<file path="config.mk">
export PLATFORM = sky130hd
export DESIGN_NAME = sort4_seq_ctrl
export DESIGN_NICKNAME = d
export VERILOG_FILES = /design/src/rtl/sort4_seq_ctrl.sv
export SDC_FILE = /design/constraint.sdc
export NUM_CORES = 1
export LEC_CHECK = 0
export CAP_MARGIN = 20
export CORE_MARGIN = 8
export CORE_UTILIZATION = 51
export CTS_BUF_LIST = sky130_fd_sc_hd__clkbuf_8
export DETAILED_ROUTE_END_ITERATION = 10
export HOLD_SLACK_MARGIN = 0.03
export PLACE_DENSITY = 0.87
export SLEW_MARGIN = 10
export SYNTH_ARGS = -nofsm -noshare
export SYNTH_HDL_FRONTEND = slang
export SYNTH_SLANG_ARGS = --single-unit
</file>
<file path="constraint.sdc">
create_clock -name clk -period 4.61 [get_ports clk]
set_input_delay 0.6915 -clock clk [delete_from_list [all_inputs] [get_ports clk]]
set_output_delay 0.6915 -clock clk [all_outputs]
set_load 0.01 [all_outputs]
</file>
<file path="src/rtl/sort4_seq_ctrl.sv">
`default_nettype none
// ============================================================================
// Module      : sort4_seq_ctrl
// Description : Sorts four W-bit unsigned values into descending order with one
//               shared compare-swap unit stepped through a five-step odd-even
//               schedule. Optional swap counter: define SORT4_SWAP_CNT_EN.
// Revision    : 1.0 - initial release
// ============================================================================
module sort4_seq_ctrl #(
    parameter int W = 4
) (
    input  logic           clk,
    input  logic           nrst,
    input  logic           in_valid,
    output logic           in_ready,
    input  logic [4*W-1:0] in_data,
    output logic           out_valid,
    input  logic           out_ready,
    output logic [4*W-1:0] out_data,
    output logic           busy
`ifdef SORT4_SWAP_CNT_EN
    ,
    output logic [2:0]     swap_cnt
`endif
);

    typedef enum logic [1:0] {
        IDLE = 2'd0,
        SORT = 2'd1,
        DONE = 2'd2
    } state_t;

    localparam logic [2:0] c_LAST_STEP = 3'd4;

    state_t         r_state;
    state_t         w_stateNext;
    logic [2:0]     r_step;
    logic [W-1:0]   r_elem [4];

    logic [1:0]     w_idxX;
    logic [1:0]     w_idxY;
    logic [W-1:0]   w_opX;
    logic [W-1:0]   w_opY;
    logic           w_swap;
    logic           w_lastStep;

    // Compare-swap pair for the current step; x is always the lower index.
    always_comb begin
        w_idxX = 2'd1;
        w_idxY = 2'd2;
        case (r_step)
            3'd0: begin w_idxX = 2'd0; w_idxY = 2'd2; end
            3'd1: begin w_idxX = 2'd1; w_idxY = 2'd3; end
            3'd2: begin w_idxX = 2'd0; w_idxY = 2'd1; end
            3'd3: begin w_idxX = 2'd2; w_idxY = 2'd3; end
            default: begin w_idxX = 2'd1; w_idxY = 2'd2; end
        endcase
    end

    assign w_opX = r_elem[w_idxX];
    assign w_opY = r_elem[w_idxY];

    // The single magnitude comparator: exchange only when y is strictly larger,
    // which is the same decision the swap counter needs.
    assign w_swap     = (w_opY > w_opX);
    assign w_lastStep = (r_step == c_LAST_STEP);

    always_ff @(posedge clk or negedge nrst) begin
        if (!nrst) begin
            r_state <= IDLE;
        end else begin
            r_state <= w_stateNext;
        end
    end

    always_comb begin
        w_stateNext = r_state;
        in_ready    = 1'b0;
        out_valid   = 1'b0;
        busy        = 1'b0;
        case (r_state)
            IDLE: begin
                in_ready = 1'b1;
                if (in_valid) begin
                    w_stateNext = SORT;
                end
            end
            SORT: begin
                busy = 1'b1;
                if (w_lastStep) begin
                    w_stateNext = DONE;
                end
            end
            DONE: begin
                out_valid = 1'b1;
                if (out_ready) begin
                    w_stateNext = IDLE;
                end
            end
            default: begin
                w_stateNext = IDLE;
            end
        endcase
    end

    always_ff @(posedge clk or negedge nrst) begin
        if (!nrst) begin
            r_step <= 3'd0;
            for (int i = 0; i < 4; i++) begin
                r_elem[i] <= '0;
            end
        end else begin
            case (r_state)
                IDLE: begin
                    if (in_valid) begin
                        r_elem[0] <= in_data[4*W-1 -: W];
                        r_elem[1] <= in_data[3*W-1 -: W];
                        r_elem[2] <= in_data[2*W-1 -: W];
                        r_elem[3] <= in_data[W-1   -: W];
                        r_step    <= 3'd0;
                    end
                end
                SORT: begin
                    if (w_swap) begin
                        r_elem[w_idxX] <= w_opY;
                        r_elem[w_idxY] <= w_opX;
                    end
                    r_step <= w_lastStep ? 3'd0 : r_step + 3'd1;
                end
                default: begin
                end
            endcase
        end
    end

    // Working registers double as the output holding register.
    assign out_data = {r_elem[0], r_elem[1], r_elem[2], r_elem[3]};

`ifdef SORT4_SWAP_CNT_EN
    logic [2:0] r_swapCnt;

    always_ff @(posedge clk or negedge nrst) begin
        if (!nrst) begin
            r_swapCnt <= 3'd0;
        end else if (r_state == IDLE && in_valid) begin
            r_swapCnt <= 3'd0;
        end else if (r_state == SORT && w_swap) begin
            r_swapCnt <= r_swapCnt + 3'd1;
        end
    end

    assign swap_cnt = r_swapCnt;
`endif

endmodule
`default_nettype wire

</file>
==> summary.md, run 1 <==
| Metric | Value |
|---|---|
| Outcome | `finished, final reports clean` |
| Die width | `72.67 um` |
| Vias in the first global route | `approximately 1600` |
| Worst skew pair latency | `~0.27 ns` |
| Final Cycle Share | `86.17%` |
| Cell area after synthesis | `between 1500 and 2000 um^2` |
| Share of the synthesized area in the top cell type | `about 32%` |
| Vias after detailed routing | `around 1600` |
| H-Tree Depth | `1` |
| Max-Slew Margin vs Limit | `between 30% and 40%` |
| RSZ-0062 raised after global routing | `no` |
| Vias per cell | `6.324` |
| Initial antenna violation count | `0` |
| HP Class | `reg2reg` |
| Setup bufs post-CTS | `0` |
| Mean Syn Cell Area | `roughly 9.6 um^2` |
| Clock transition at the registers of the reported paths | `around 0.080 ns` |
| EDFF count, synth | `0` |
| Max Buffers Root-to-Sink | `2` |
| Die area | `roughly 5300 um^2` |
| Synth Area in Compound Gates | `28.57%` |
| Grt met1 use | `24.29%` |
| Synth Instances | `between 150 and 200` |
| CTS root buffer | `clkbuf_8` |
| Die Y-Extent | `72.67 um` |
| Share of cells above drive strength 1 | `between 10% and 20%` |
| Critical path depth | `11` |
| Minimum clock period | `between 3 and 4 ns` |
| CP delay by family, top | `multiplexers` |
| Startpoint Class | `flop` |
| Antenna cells | `0` |
| Max Clock Freq | `251.7 MHz` |
| Reg2Reg Depth | `11` |
| Largest family of logic cells by synthesized area | `compound AO/OA/AOI/OAI gates` |
| Worst setup EP type | `flop` |
| Max Fanout on Critical Path | `22` |
| Yosys warning count | `0` |
| Mux cell area share after synthesis | `about a tenth` |
| Routing usage on met3 | `4.396%` |
| Unique masters post-synth | `48` |
| Post-Route WL | `between 5000 and 6000 um` |
| Cells on Worst Hold Path | `1` |
| CORE AREA | `between 3000 and 4000 um^2` |
| Max cap viols | `0` |
| Final Skew | `between 0.002 and 0.0025 ns` |
| Worst EP arrival | `just over 4 ns` |
| Synth Register Bits | `21` |
| GRT Max-Usage Layer | `met2` |
| Leading area contributor after synthesis | `dfrtp_1` |
| WS Path Type | `reg2reg` |
| Most common cell in the netlist | `dfrtp_1` |
| Max stage delay on crit path | `0.59 ns` |
| Post-Synth Adder-Cell Area | `approximately 7.6%` |
| Fill count | `255` |
| All-Layer GR Usage | `about a fifth` |
| # clock sinks | `21` |
| WL/cell | `a little over 20 um` |
| Port Buffer Count | `38` |
| Total global routing overflow | `0` |
| First-pass GRT wire length | `~8200 um` |
| Fraction of registers with async set or reset after synthesis | `100.0%` |
| Worst Tran Pin Value | `a little under 1 ns` |
| Largest net degree at the start of global routing | `23` |
| Initial DRC Count | `approximately 140` |
| Synth top cells by count | `21 x dfrtp_1, 19 x nand2_1, 10 x ha_1` |
| CP cell instances | `inv_1 > ha_1 > nor2_4 > mux4_2 > inv_1 > ha_1 > nor2b_1 > o211ai_1 > a31oi_2 > o31ai_1 > mux2_2` |
| Detail Placement HPWL | `around 4000 um` |
| Synthesized-area fraction occupied by and/or/nand/nor cells | `between 15 and 20%` |
| Post-synthesis sequential area ratio | `about a third` |
| Met2 Use GR | `between 30% and 40%` |
| Area grow syn2layout | `27.65%` |
| TritonCTS clock tree | `built` |
| Synth Net Count | `201` |
| Initial DRT Pass Iterations | `4` |
| Most used flip-flop cell after synthesis | `dfrtp_1` |
| Hold-fix buffers, CTS | `0` |
| Final net count | `between 200 and 250` |
| Final Hold Fails | `0` |
| Xor/xnor share of the synthesized area | `0%` |
| IO Count | `39` |
| Inserted Clock Buffers | `3` |
| Post-CTS Resized | `0` |
| Buf+Inv Stages, Crit Path | `2` |
| Number of core rows | `20` |
| Number of remaining DRC errors | `0` |
| Setup violators final | `0` |
| Top post-synthesis cells by area | `dfrtp_1 32%, ha_1 7.6%, nand2_1 4.4%` |
| Final ANT Viol Nets | `0` |
| Critical path's slowest cell | `mux4_2` |
| Pins Over Slew Limit | `0` |
| Final setup TNS | `0 ns` |
| CP required | `4.77 ns` |
| Final Wtd Congestion | `a little under 1` |
| Starting density of the core | `a little over half` |
==> cell families (layout without fill, tap and decap cells) <==
family,after synthesis,after routing
adders and majority gates,10,10
and+or+nand+nor,53,53
buffers and inverters,15,50
DFF,21,21
muxes,14,14
AOI/OAI and AO/OA,58,58
==> per-layer routing <==
metal / vias to the layer above / wire length, um / share of wire, %
li1: 737 / - / -
met1: 733 / 1993 / 40
met2: 94 / 2333 / 46
met3: 17 / 523 / 10
met4: 0 / 179 / 3.6
met5: - / 0 / 0
==> cell type report <==
cell class | count | area [um^2] | area share, %
multi-input combinational | 135 | 1054 | 50.39
sequential | 21 | 525.5 | 25.13
timing repair buffer | 38 | 380.4 | 18.19
tap | 44 | 55.05 | 2.633
clock buffer | 3 | 41.29 | 1.975
inverter | 8 | 30.03 | 1.436
clock inverter | 1 | 5.005 | 0.2394
==> worst reg2reg max path: cells and delay by family, from the launching register on <==
family	cells	cell delay, ns
mux	2	1.00
compound gates	3	0.88
fa+ha+maj	2	0.69
flops	1	0.56
simple gates	2	0.53
buf+inv	2	0.22
==> final timing paths <==
kind / from / to / slack (ns)
min in group asynchronous: nrst / out_data[3] / 0.95
worst min-delay path: out_data[12] / out_data[12] / 0.54
worst min register to register: out_data[12] / out_data[12] / 0.54
worst max register to register: r_step[2] / out_data[10] / 0.64
max in group asynchronous: nrst / out_data[4] / 3.07
worst max-delay path: r_step[2] / out_data[10] / 0.64
==> cells in the final DEF, fill, tap and decap left out, types with 2 or more instances in the layout <==
cell and instances:
clkdlybuf4s50_1 38, dfrtp_1 21, nand2_1 19, ha_1 10, inv_1 8, a21oi_1 7, nor2_1 7, nor3_1 6
mux2i_1 6, mux2_2 6, o211ai_1 6, o2bb2ai_1 6, nor2b_1 5, o21ai_0 5, nand2b_1 4, a221oi_1 4
o221a_2 4, a221o_1 3, a211oi_1 3, a22o_1 3, clkbuf_8 3, mux4_2 2, or4b_1 2, nor3b_1 2
o221ai_1 2, a21o_1 2
==> sequential cells by signal, indices dropped and copies added (netlist names) <==
| register | count |
|---|---|
| out_data | 16 |
| r_state | 2 |
| r_step | 3 |
==> through the flow <==
stage               instance area, um^2  hold WS [ns]  setup WS (ns)  instances  utilization (%)
finish                             2091        0.5434         0.6375        250            68.48
global route                       2091        0.5670         0.3942        250            68.48
CTS                                2091        0.5453         0.6909        250            68.48
detailed placement                 2044        0.5229         0.6836        246            66.97
global placement                   2044        0.5130         0.8746        246            66.97
floorplan                          1638        0.3959          1.232        171                -
Power of run 1 is left out: the tool's default activity adds up to more than one toggle a clock period on the data nets, which glitch-free logic cannot reach.
==> inputs of run 2 (changes only) <==
--- a/config.mk
+++ b/config.mk
@@ -6,6 +6,7 @@
 export NUM_CORES = 1
 export LEC_CHECK = 0
 export CAP_MARGIN = 20
+export CORE_ASPECT_RATIO = 1.2
 export CORE_MARGIN = 8
 export CORE_UTILIZATION = 51
 export CTS_BUF_LIST = sky130_fd_sc_hd__clkbuf_8
==> constraint.sdc (replaced) <==
create_clock -name clk -period 4.2 [get_ports clk]
set_input_delay 0.63 -clock clk [delete_from_list [all_inputs] [get_ports clk]]
set_output_delay 0.63 -clock clk [all_outputs]
set_load 0.01 [all_outputs]
==> summary.md, run 2 (synthesis gave the netlist of run 1 again) <==
| Metric | Value |
|---|---|
| Commonest non-fill, non-tap cells in the layout | `38 x clkdlybuf4s50_1, 21 x dfrtp_1, 19 x nand2_1, 10 x ha_1, 9 x inv_1` |
| Vias in the first global route | `roughly 1600` |
| Final net count | `239` |
| CORE AREA | `between 3000 and 4000 um^2` |
| Detail Placement HPWL | `between 3000 and 4000 um` |
| Final Wtd Congestion | `~0.93` |
| Pins Over Slew Limit | `0` |
| Number of core rows | `22` |
| Initial DRC Count | `between 100 and 150` |
| Most common cell after layout, fill and taps aside | `clkdlybuf4s50_1` |
| CTS root buffer | `clkbuf_8` |
| TritonCTS clock tree | `built` |
| Max Buffers Root-to-Sink | `2` |
| RR Endpoint | `out_data[11]` |
| Number of remaining DRC errors | `0` |
| Worst setup EP type | `flop` |
| Share of cells above drive strength 1 | `between 10% and 20%` |
| Total global routing overflow | `0` |
| Worst EP arrival | `just over 4 ns` |
| CP cell instances | `inv_1 > ha_1 > nor2_4 > mux4_2 > inv_1 > ha_1 > nor2b_1 > o211ai_1 > a31oi_2 > o31ai_1 > mux2_2` |
| Hold_sp | `out_data[12]` |
| Largest net degree at the start of global routing | `22` |
| Worst Tran Pin Value | `between 0.7 and 0.8 ns` |
| All-Layer GR Usage | `roughly 20%` |
| FF-to-FF setup slack | `between 0.3 and 0.4 ns` |
| Die Y-Extent | `~78 um` |
| Worst skew pair latency | `between 0.2 and 0.3 ns` |
| # clock sinks | `21` |
| IO Count | `39` |
| Max stage delay on crit path | `0.59 ns` |
| Inserted Clock Buffers | `3` |
| Clock transition at the registers of the reported paths | `approximately 0.08 ns` |
| Initial DRT Pass Iterations | `4` |
| HP Class | `reg2reg` |
| Min-Delay Endpoint | `out_data[12]` |
| Die width | `between 60 and 70 um` |
| Final setup TNS | `0 ns` |
| Vias per cell | `between 6 and 7` |
| Die area | `between 5000 and 6000 um^2` |
| Max Fanout on Critical Path | `16` |
| Starting density of the core | `between 50% and 60%` |
| Port Buffer Count | `38` |
| Largest register FFs | `16` |
| Max cap viols | `0` |
| Cells on Worst Hold Path | `1` |
| Vias after detailed routing | `1568` |
| Final worst setup slack | `between 0.3 and 0.4 ns` |
| Final Cycle Share | `between 90% and 100%` |
| CP required | `roughly 4.4 ns` |
| Antenna cells | `0` |
| First-pass GRT wire length | `about 8200 um` |
| Worst r2r src | `r_step[2]` |
| Setup bufs post-CTS | `0` |
| Pre-CTS WS | `about 0.37 ns` |
| WL/cell | `slightly above 20 um` |
| Final Skew | `around 0.0034 ns` |
| WS Path Type | `reg2reg` |
| H-Tree Depth | `1` |
| Setup violators final | `0` |
| Final Hold Fails | `0` |
| Outcome | `finished, final reports clean` |
| Startpoint Class | `flop` |
| Post-CTS Resized | `0` |
| Final ANT Viol Nets | `0` |
| Critical path's slowest cell | `mux4_2` |
| Post-Route WL | `about 5000 um` |
| Multi-input gate area | `1054 um^2` |
| Max Clock Freq | `approximately 260 MHz` |
| Max-Slew Margin vs Limit | `52.91%` |
| Area grow syn2layout | `28.34%` |
| Initial antenna violation count | `0` |
| Fill count | `~240` |
| Hold-fix buffers, CTS | `0` |
| Minimum clock period | `a little under 4 ns` |
| RSZ-0062 raised after global routing | `no` |
| Register area | `525.5 um^2` |
| Reg2Reg Depth | `11` |
## run 2: how the worst max path moves through the flow
stage | start | endpoint | slack [ns]
2_1_floorplan | r_step[2] | out_data[10] | 0.82
3_3_place_gp | r_step[2] | out_data[11] | 0.55
3_5_place_dp | r_step[2] | out_data[11] | 0.37
4_1_cts | r_step[2] | out_data[11] | 0.36
5_1_grt | r_step[2] | out_data[11] | 0.08
6_report | r_step[2] | out_data[11] | 0.33
## run 2: final cells by class
type | count | area share, %
clock inverters | 1 | 0.1786
inverters | 8 | 1.429
repair buffers | 40 | 19.17
flip-flops and latches | 21 | 25.00
multi-input cells | 135 | 50.12
clock buffers | 3 | 1.964
well taps | 36 | 2.143
## run 2: per-stage QoR
step / utilization, % / hold slack (ns) / instance area [um^2] / instances
after global placement: 66.83 / 0.5335 / 2042 / 239
after global routing: 68.80 / 0.5736 / 2102 / 244
after detailed placement: 66.83 / 0.5304 / 2042 / 239
after CTS: 68.30 / 0.5518 / 2087 / 243
after floorplan: - / 0.3344 / 1638 / 171
final: 68.80 / 0.5498 / 2102 / 244
## run 2: worst max-delay path, delay by kind of cell, from the launching register on
kind                     cells  cell delay (ns)
multiplexers                 2             1.00
flip-flops                   1             0.57
AND/OR/NAND/NOR              2             0.49
buffers and inverters        2             0.22
adder cells (fa/ha/maj)      2             0.64
AO/OA/AOI/OAI                3             0.85
## run 2: layer usage
layer	wire length [um]	vias up	global-route usage (%)
met5	0	-	0
met4	91	0	7.338
met3	373	9	3.551
met2	2574	74	33.62
met1	1989	745	24.47
li1	-	740	-
Power of run 2 is left out for the same reason.
